File: config.mk
export PLATFORM = sky130hd
export DESIGN_NAME = mr_idecode
export DESIGN_NICKNAME = d
export VERILOG_FILES = /design/src/rtl/mr_idecode.sv
export SDC_FILE = /design/constraint.sdc
export NUM_CORES = 1
export LEC_CHECK = 0
export BUFFER_PORTS_ARGS = -buffer_cell sky130_fd_sc_hd__clkbuf_2
export CAP_MARGIN = 10
export CORE_MARGIN = 2
export CORE_UTILIZATION = 50
export CTS_BUF_LIST = sky130_fd_sc_hd__clkbuf_8
export DETAILED_ROUTE_END_ITERATION = 8
export GPL_ROUTABILITY_DRIVEN = 0
export PLACE_DENSITY = 0.75
export RECOVER_POWER = 100
export SKIP_LAST_GASP = 1
export SLEW_MARGIN = 20
export SYNTH_ARGS = -nofsm -noshare
export SYNTH_HDL_FRONTEND = slang
export SYNTH_SLANG_ARGS = --single-unit
File: constraint.sdc
create_clock -name clk -period 1.9 [get_ports clk]
set_clock_uncertainty 0.15 [all_clocks]
set_input_delay 0 -clock clk [delete_from_list [all_inputs] [get_ports clk]]
set_output_delay 0 -clock clk [all_outputs]
set_load 0.02 [all_outputs]
File: src/rtl/mr_idecode.sv
// RV32I decode stage with a main+skid buffer; decoded bundle appears one cycle after accept.
// id_ready is registered (low only while the skid holds an entry); a redirect flushes both entries.
module mr_idecode #(
    parameter int XLEN    = 32,
    parameter int IMAXLEN = 32
) (
    input  logic               clk,
    input  logic               rst,
    input  logic [IMAXLEN-1:0] inst,
    input  logic [XLEN-1:0]    inst_pc,
    input  logic               inst_valid,
    output logic               id_ready,
    input  logic [XLEN-1:0]    wb_pc,
    input  logic               wb_pc_valid,
    output logic               ex_valid,
    input  logic               ex_ready,
    output logic [XLEN-1:0]    ex_pc,
    output logic [3:0]         ex_op,
    output logic [4:0]         ex_rs1,
    output logic [4:0]         ex_rs2,
    output logic [4:0]         ex_rd,
    output logic [2:0]         ex_funct3,
    output logic               ex_alt,
    output logic [XLEN-1:0]    ex_imm,
    output logic               ex_illegal
);

    typedef enum logic [3:0] {
        OP_LUI     = 4'd0,
        OP_AUIPC   = 4'd1,
        OP_JAL     = 4'd2,
        OP_JALR    = 4'd3,
        OP_BRANCH  = 4'd4,
        OP_LOAD    = 4'd5,
        OP_STORE   = 4'd6,
        OP_OPIMM   = 4'd7,
        OP_OP      = 4'd8,
        OP_FENCE   = 4'd9,
        OP_SYSTEM  = 4'd10,
        OP_ILLEGAL = 4'd15
    } op_e;

    typedef struct packed {
        logic [XLEN-1:0] pc;
        op_e             op;
        logic [4:0]      rs1;
        logic [4:0]      rs2;
        logic [4:0]      rd;
        logic [2:0]      funct3;
        logic            alt;
        logic [XLEN-1:0] imm;
    } bundle_t;

    logic [31:0] iw;
    op_e         dec_op;
    logic [31:0] imm32;
    bundle_t     dec;

    bundle_t main_q, main_d;
    bundle_t skid_q, skid_d;
    logic    main_vld_q, main_vld_d;
    logic    skid_vld_q, skid_vld_d;
    logic    rdy_q, rdy_d;
    logic    acc, main_open;

    // The redirect target does not affect the flush decision; only the strobe does.
    logic unused_bits;
    assign unused_bits = ^{wb_pc, inst};

    assign iw = inst[31:0];

    always_comb begin
        dec_op = OP_ILLEGAL;
        if (iw[1:0] == 2'b11) begin
            case (iw[6:2])
                5'b01101: dec_op = OP_LUI;
                5'b00101: dec_op = OP_AUIPC;
                5'b11011: dec_op = OP_JAL;
                5'b11001: dec_op = OP_JALR;
                5'b11000: dec_op = OP_BRANCH;
                5'b00000: dec_op = OP_LOAD;
                5'b01000: dec_op = OP_STORE;
                5'b00100: dec_op = OP_OPIMM;
                5'b01100: dec_op = OP_OP;
                5'b00011: dec_op = OP_FENCE;
                5'b11100: dec_op = OP_SYSTEM;
                default:  dec_op = OP_ILLEGAL;
            endcase
        end
    end

    // Start from the common R/I field layout, then zero or override per class.
    always_comb begin
        dec    = '0;
        imm32  = '0;
        dec.pc = inst_pc;
        dec.op = dec_op;
        if (dec_op != OP_ILLEGAL) begin
            dec.rs1    = iw[19:15];
            dec.rd     = iw[11:7];
            dec.funct3 = iw[14:12];
        end
        case (dec_op)
            OP_LUI, OP_AUIPC: begin
                dec.rs1 = '0;
                imm32   = {iw[31:12], 12'b0};
            end
            OP_JAL: begin
                dec.rs1 = '0;
                imm32   = {{12{iw[31]}}, iw[19:12], iw[20], iw[30:21], 1'b0};
            end
            OP_JALR, OP_LOAD, OP_FENCE, OP_SYSTEM: begin
                imm32 = {{20{iw[31]}}, iw[31:20]};
            end
            OP_OPIMM: begin
                imm32   = {{20{iw[31]}}, iw[31:20]};
                dec.alt = (iw[14:12] == 3'b101) & iw[30];
            end
            OP_BRANCH: begin
                dec.rs2 = iw[24:20];
                dec.rd  = '0;
                imm32   = {{20{iw[31]}}, iw[7], iw[30:25], iw[11:8], 1'b0};
            end
            OP_STORE: begin
                dec.rs2 = iw[24:20];
                dec.rd  = '0;
                imm32   = {{20{iw[31]}}, iw[31:25], iw[11:7]};
            end
            OP_OP: begin
                dec.rs2 = iw[24:20];
                dec.alt = iw[30];
            end
            default: ;
        endcase
        dec.imm = XLEN'($signed(imm32));
    end

    assign acc       = inst_valid & rdy_q;
    assign main_open = ~main_vld_q | ex_ready;

    // Skid only fills while main is held; it always drains into main first.
    always_comb begin
        main_d     = main_q;
        main_vld_d = main_vld_q;
        skid_d     = skid_q;
        skid_vld_d = skid_vld_q;
        if (main_open) begin
            if (skid_vld_q) begin
                main_d     = skid_q;
                main_vld_d = 1'b1;
                skid_vld_d = 1'b0;
            end else begin
                main_vld_d = acc;
                if (acc) begin
                    main_d = dec;
                end
            end
        end else if (acc) begin
            skid_d     = dec;
            skid_vld_d = 1'b1;
        end
        if (wb_pc_valid) begin
            main_vld_d = 1'b0;
            skid_vld_d = 1'b0;
        end
        rdy_d = ~skid_vld_d;
    end

    always_ff @(posedge clk or negedge rst) begin
        if (!rst) begin
            main_q     <= '0;
            skid_q     <= '0;
            main_vld_q <= 1'b0;
            skid_vld_q <= 1'b0;
            rdy_q      <= 1'b0;
        end else begin
            main_q     <= main_d;
            skid_q     <= skid_d;
            main_vld_q <= main_vld_d;
            skid_vld_q <= skid_vld_d;
            rdy_q      <= rdy_d;
        end
    end

    assign id_ready   = rdy_q;
    assign ex_valid   = main_vld_q;
    assign ex_pc      = main_q.pc;
    assign ex_op      = main_q.op;
    assign ex_rs1     = main_q.rs1;
    assign ex_rs2     = main_q.rs2;
    assign ex_rd      = main_q.rd;
    assign ex_funct3  = main_q.funct3;
    assign ex_alt     = main_q.alt;
    assign ex_imm     = main_q.imm;
    assign ex_illegal = (main_q.op == OP_ILLEGAL);

endmodule

=== Yosys cells after proc, flatten, opt, wreduce, memory -nomap -nowiden ===
Memory sizes are Yosys's and may differ from the RTL's.
Index checks and enable logic that the tools add are counted.

* Equality and inequality tests: 14
* Muxes and demuxes: 16
* Bitwise logic cells: 6
* Reduce and logical (&&, ||, !) cells: 10

{| class="wikitable"
|+ Operators with widths
! cell !! number
|-
| 87-bit 2-to-1 mux || 2
|-
| 32-bit case mux with 5 select lines || 1
|-
| 5-bit 2-to-1 mux || 4
|-
| 4-bit by 3-bit == test with 1-bit output, second input constant || 4
|-
| 4-bit == test, second input constant || 4
|-
| 4-bit by 2-bit == test with 1-bit output, second input constant || 2
|-
| 8-bit 2-to-1 mux || 1
|-
| 1-bit 2-to-1 mux || 6
|-
| 3-bit OR reduction || 2
|-
| 5-bit OR reduction || 1
|-
| 4-bit by 1-bit == test with 1-bit output, second input constant || 1
|-
| 4-bit zero test || 1
|-
| 4-bit 2-to-1 mux || 1
|-
| 4-bit inequality test, second input constant || 1
|-
| 2-bit AND reduction || 2
|-
| 2-bit nonzero test || 2
|-
| 2-bit OR reduction || 2
|-
| 3-bit == test, second input constant || 1
|-
| 1-bit NOT || 3
|-
| 1-bit AND || 2
|-
| 2-bit == test, second input constant || 1
|-
| 1-bit case mux with 2 select lines || 1
|-
| 1-bit bitwise OR || 1
|}

* Register bits after elaboration: 177
* Memory bits (read-only): 128
* Input bits: 101
* Output and inout bits: 90
* Word-level logic and storage cells: 66
* Memories: 1

{| class="wikitable"
|+ Memory list
! name !! depth !! bits a word !! read ports !! clocked after memory_dff !! write ports !! line !! text
|-
| (name not given) || 32 || 4 || 1 || 0 || 0 || 75 || <nowiki>case (iw[6:2])</nowiki>
|}

=== Logic depth before layout (Yosys ltp) ===
* Depth after elaboration: 7
* Mapped depth: 10
* Gate-level depth less buffers: 9

=== Least setup slack after synthesis ===
No wires, ideal clock.

* Path kind: input -> register
* Start: input port inst[2]
* End: register main_q, in the netlist ex_imm[21]
* Setup time: 0.094 ns
* Arrival time: 1.876 ns
* Data required time: 1.656 ns
* Setup slack: -0.220 ns
* Stages on the path: 9
* Buffers on the path: 1
* Cells stage by stage: inv_1 ha_1 nor4_2 o31a_1 nand3_1 a21boi_1 buf_2 o21ai_1 a211oi_1

* Longest elaborated chain between the ends: 7
* Elaborated cells between the ends (all ways): 17
* Classes of those cells: eq/ne: 9; mux: 4; reduce/logical: 3; memory: 1

{| class="wikitable"
|+ RTL lines
! what !! line !! text
|-
| from (decl) || 9 || <nowiki>input logic [IMAXLEN-1:0] inst,</nowiki>
|-
| memory 32 x 4 bit (*) || - ||
|-
| 4-bit 2-to-1 mux (*) || 74 || <nowiki>if (iw[1:0] == 2'b11) begin</nowiki>
|-
| 4-bit by 3-bit == test with 1-bit output (tied with other cells) || 103 || <nowiki>case (dec_op)</nowiki>
|-
| 5-bit OR reduction (no source line) / 2-bit OR reduction (equally long branches) || - ||
|-
| 32-bit case mux with 5 select lines (*) || 103 ||
|-
| 87-bit 2-to-1 mux (*) || 154 || <nowiki>if (acc) begin</nowiki>
|-
| 87-bit 2-to-1 mux (*) || 148 || <nowiki>if (skid_vld_q) begin</nowiki>
|-
| to (signal assigned) || 177 || <nowiki>main_q <= main_d;</nowiki>
|-
| to (decl) || 59 || <nowiki>bundle_t main_q, main_d;</nowiki>
|}

Mark *: on every way between the ends. The rest lies on a longest branch, timed or not. The select of a mux whose other input is x is not followed.
A chain may end at the register's enable or synchronous reset.

=== Worst setup path after layout ===
* Start: input port inst[2]
* End: register skid_q[12] (netlist bit)

* Longest elaborated chain between the ends: 5
* Elaborated cells between the ends (all ways): 15
* Classes of those cells: eq/ne: 9; mux: 2; reduce/logical: 3; memory: 1

{| class="wikitable"
|+ RTL lines
! what !! line !! text
|-
| memory 32 x 4 bit (*) || - ||
|-
| 4-bit 2-to-1 mux (*) || 74 ||
|-
| 4-bit by 3-bit == test with 1-bit output (tied with other cells) || 103 ||
|-
| 5-bit OR reduction (no source line) / 2-bit OR reduction (equally long branches) || - ||
|-
| 32-bit case mux with 5 select lines (*) || 103 ||
|-
| to (signal assigned) || 178 || <nowiki>skid_q <= skid_d;</nowiki>
|-
| to (decl) || 60 || <nowiki>bundle_t skid_q, skid_d;</nowiki>
|}

Mark *: on every way between the ends. The rest lies on a longest branch, timed or not.

==> summary.md <==
| Metric | Value |
|---|---|
| Die area | `roughly 17000 um2` |
| Number of flops mapped to enable cells by yosys | `0` |
| Ys async rst share | `100%` |
| I/O Pins | `approximately 190` |
| PwrDens | `about 830 nW/um2` |
| Initial antenna violation count | `0` |
| Root cell of the clock tree | `clkbuf_8` |
| Clock latency on the worst-skew pair | `~0.47 ns` |
| Setup violators final | `0` |
| Die Width | `approximately 130 um` |
| Drt initial violations | `570` |
| Ant diodes | `0` |
| CP Class | `in -> reg` |
| Vias in the first global route | `about 7100` |
| VDD IR max | `roughly 450 uV` |
| Via density per instance | `~5.6` |
| DRT Pass-1 Iters | `5` |
| Rows | `46` |
| Synthesized area per cell | `9.43 um2` |
| Synth Net Count | `around 960` |
| Global-route wire length before repair | `approximately 35000 um` |
| Total number of vias | `7415` |
| Req. time, crit path | `2.08 ns` |
| Worst path arrival time | `between 2 and 2.5 ns` |
| Rel. slew slack | `a little over half` |
| RSZ-0062 raised after global routing | `yes` |
| Max Slew Vio Count | `0` |
| Total power | `between 8 and 9 mW` |
| Die Y | `around 130 um` |
| WL/cell | `around 17 um` |
| Port-buffer cells | `about 160` |
| Slowest-stage cell, CP | `a31oi_2` |
| Max_cap viols | `0` |
| Yosys warning count | `0` |
| CTS max path bufs | `2` |
| ANT nets after route | `0` |
| Seq/Total Area, Yosys | `approximately 55%` |
| H-tree levels | `4` |
| Commonest non-fill, non-tap cell in the layout | `nand2_1` |
| Dpl hpwl | `about 15000 um` |
| Crit path cell chain | `clkbuf_2, inv_4, ha_4, or3_1, a21oi_2, o31a_1, o21ai_4, buf_4, a31oi_2, a21oi_1` |
| Layout fillers | `roughly 1300` |
| Commonest non-fill, non-tap cells in the layout | `180 x nand2_1, 176 x dfrtp_1, 90 x clkbuf_1, 76 x clkbuf_2` |
| CTS tree | `yes` |
| Fin crit share | `99.0%` |
| Worst hold path class | `in -> reg` |
| Clock slew at reported path FFs | `around 0.09 ns` |
| CTS sink count | `177` |
| Initial core utilization | `between 50% and 60%` |
| Largest net degree at the start of global routing | `54` |
| GRT Resource Usage Total | `a little over a quarter` |
| Layout cells sized above 1 | `18.9%` |
| Slew of the pin with the lowest slew margin | `between 0.6 and 0.7 ns` |
| Core Area | `~16000 um2` |
| Area Growth Syn to Fin | `31.2%` |
| Max Freq | `532 MHz` |
| Crit. End Element | `flop` |
| Fin. Hold Viols | `0` |
| Core Util, Final | `between 60% and 70%` |
| Crit path time final | `around 1.9 ns` |
| Post-Syn Instances | `~850` |
| Startpoint types | `input pin` |
| GR Overflow Total | `0` |
| Multi-input gate area | `3480 um2` |
| P_leak | `between 4 and 5 nW` |
| Synth Flop Type | `dfrtp_1` |
| Status | `finished clean` |
| Total Wirelength | `between 20000 and 25000 um` |
| Worst Path Max Fanout | `8` |
| Slowest stage delay, CP | `~0.4 ns` |
| Post-Syn Area | `8030 um2` |
| FF/Latch Area | `between 4000 and 5000 um2` |
| DRC | `0` |
| Synth cell types | `50` |
| Register bit count reported by yosys | `~180` |
| TritonCTS Buffers | `17` |
| NumNets Final | `between 1000 and 1500` |
==> routing by layer <==
| layer | GRT usage (%) | vias to the layer above | wire (um) | share of wire, % |
|---|---|---|---|---|
| li1 | - | 3506 | - | - |
| met1 | 34.1 | 3544 | 9630 | 43 |
| met2 | 44.5 | 316 | 10900 | 48 |
| met3 | 5.78 | 49 | 1470 | 6.5 |
| met4 | 10.5 | 0 | 592 | 2.6 |
| met5 | 0 | - | 0 | 0 |
==> worst max-delay path: cells and delay by family <==
| family | cells | cell delay (ns) |
|---|---|---|
| AOI/OAI and AO/OA | 5 | 1.15 |
| adders and majority gates | 1 | 0.16 |
| buffers and inverters | 3 | 0.36 |
| and+or+nand+nor | 1 | 0.38 |
==> Yosys cell counts (2+ instances only) <==
cell type,instances,area [um2]
buf_1,7,26.3
and3_1,23,144
a31oi_1,11,68.8
or3_1,5,31.3
a21oi_1,43,215
and2_1,2,12.5
nor2b_1,4,25.0
o22ai_1,10,62.6
o21ai_1,19,95.1
a221o_1,5,50.1
clkbuf_1,48,180
a22o_1,26,228
dfrtp_1,177,4430
a21oi_2,3,26.3
o21a_1,4,30.0
nand3_1,8,40.0
nor3_1,32,160
nor2_1,52,195
mux2i_1,34,340
o31a_1,2,17.5
o211ai_1,13,97.6
inv_1,13,48.8
a211oi_1,21,158
buf_2,5,25.0
ha_1,4,50.1
o21ai_0,69,345
o21bai_1,4,30.0
nand2_1,180,676
nand2b_1,6,37.5
==> power breakdown <==
part,switching [mW],total [mW],internal [mW]
registers,0.295,4.55,4.26
logic,1.12,1.78,0.656
clock network,1.37,2.43,1.07
==> logic make-up after synthesis <==
group / count (synthesis) / share of synthesized area [%]
AO/OA/AOI/OAI: 239 / 18.9
AND/OR/NAND/NOR: 321 / 17.4
flip-flops: 177 / 55.2
multiplexers: 34 / 4.24
XOR/XNOR: 1 / 0.109
adder cells (fa/ha/maj): 4 / 0.623
buffers and inverters: 75 / 3.60
==> through the flow <==
step                      cell area (um2)  cells  TNS (ns)  hold WS (ns)  setup slack, ns
after detailed placement             9610   1236    -38.26        -0.170           -0.501
after global routing                10500   1335     -1.07         0.131          -0.0591
after floorplan                      8180    851    -0.544        -0.446           -0.101
final                               10500   1335         0         0.102           0.0191
after CTS                           10600   1331   -0.0117        0.0570         -0.00411
after global placement               9610   1236    -35.23        -0.174           -0.445
==> state kept, by name (all words and copies together) (netlist names) <==
| name | count |
|---|---|
| id_ready | 1 |
| ex_rs2 | 5 |
| ex_pc | 32 |
| ex_alt | 1 |
| ex_funct3 | 3 |
| ex_imm | 32 |
| skid_q | 87 |
| skid_vld_q | 1 |
| ex_valid | 1 |
| ex_op | 4 |
| ex_rs1 | 5 |
| ex_rd | 5 |
==> final cells by class <==
| class | count | area share (%) |
|---|---|---|
| clock buffer | 18 | 2.35 |
| clock inverter | 13 | 1.09 |
| inverter | 14 | 0.641 |
| multi-input combinational | 599 | 33.0 |
| sequential | 177 | 42.0 |
| tap | 216 | 2.56 |
| timing repair buffer | 298 | 18.3 |
==> final timing paths <==
kind | startpoint | slack [ns] | cells after the start | endpoint
worst min register to register | skid_q[56] | 0.33 | 2 | skid_q[56]
worst max-delay path | inst[2] | 0.02 | 10 | skid_q[12]
worst max register to register | ex_valid | 0.08 | 5 | ex_imm[18]
worst min-delay path | inst[1] | 0.10 | 5 | ex_imm[11]
min in group asynchronous | rst | 0.53 | 3 | ex_pc[22]
max in group asynchronous | rst | 0.23 | 4 | skid_vld_q
==> repair_timing <==
| action | 4_1_cts | 5_1_grt |
|---|---|---|
| pin swaps | 1 | 3 |
| gates cloned | 0 | 1 |
| gates resized for setup | 2 | 14 |
| endpoints found under the setup margin | 3 | 101 |
| endpoints found under the hold margin | 337 | 0 |
| hold buffers | 63 | 0 |
| setup buffers | 1 | 3 |
Power figures use the tool's default switching activity.
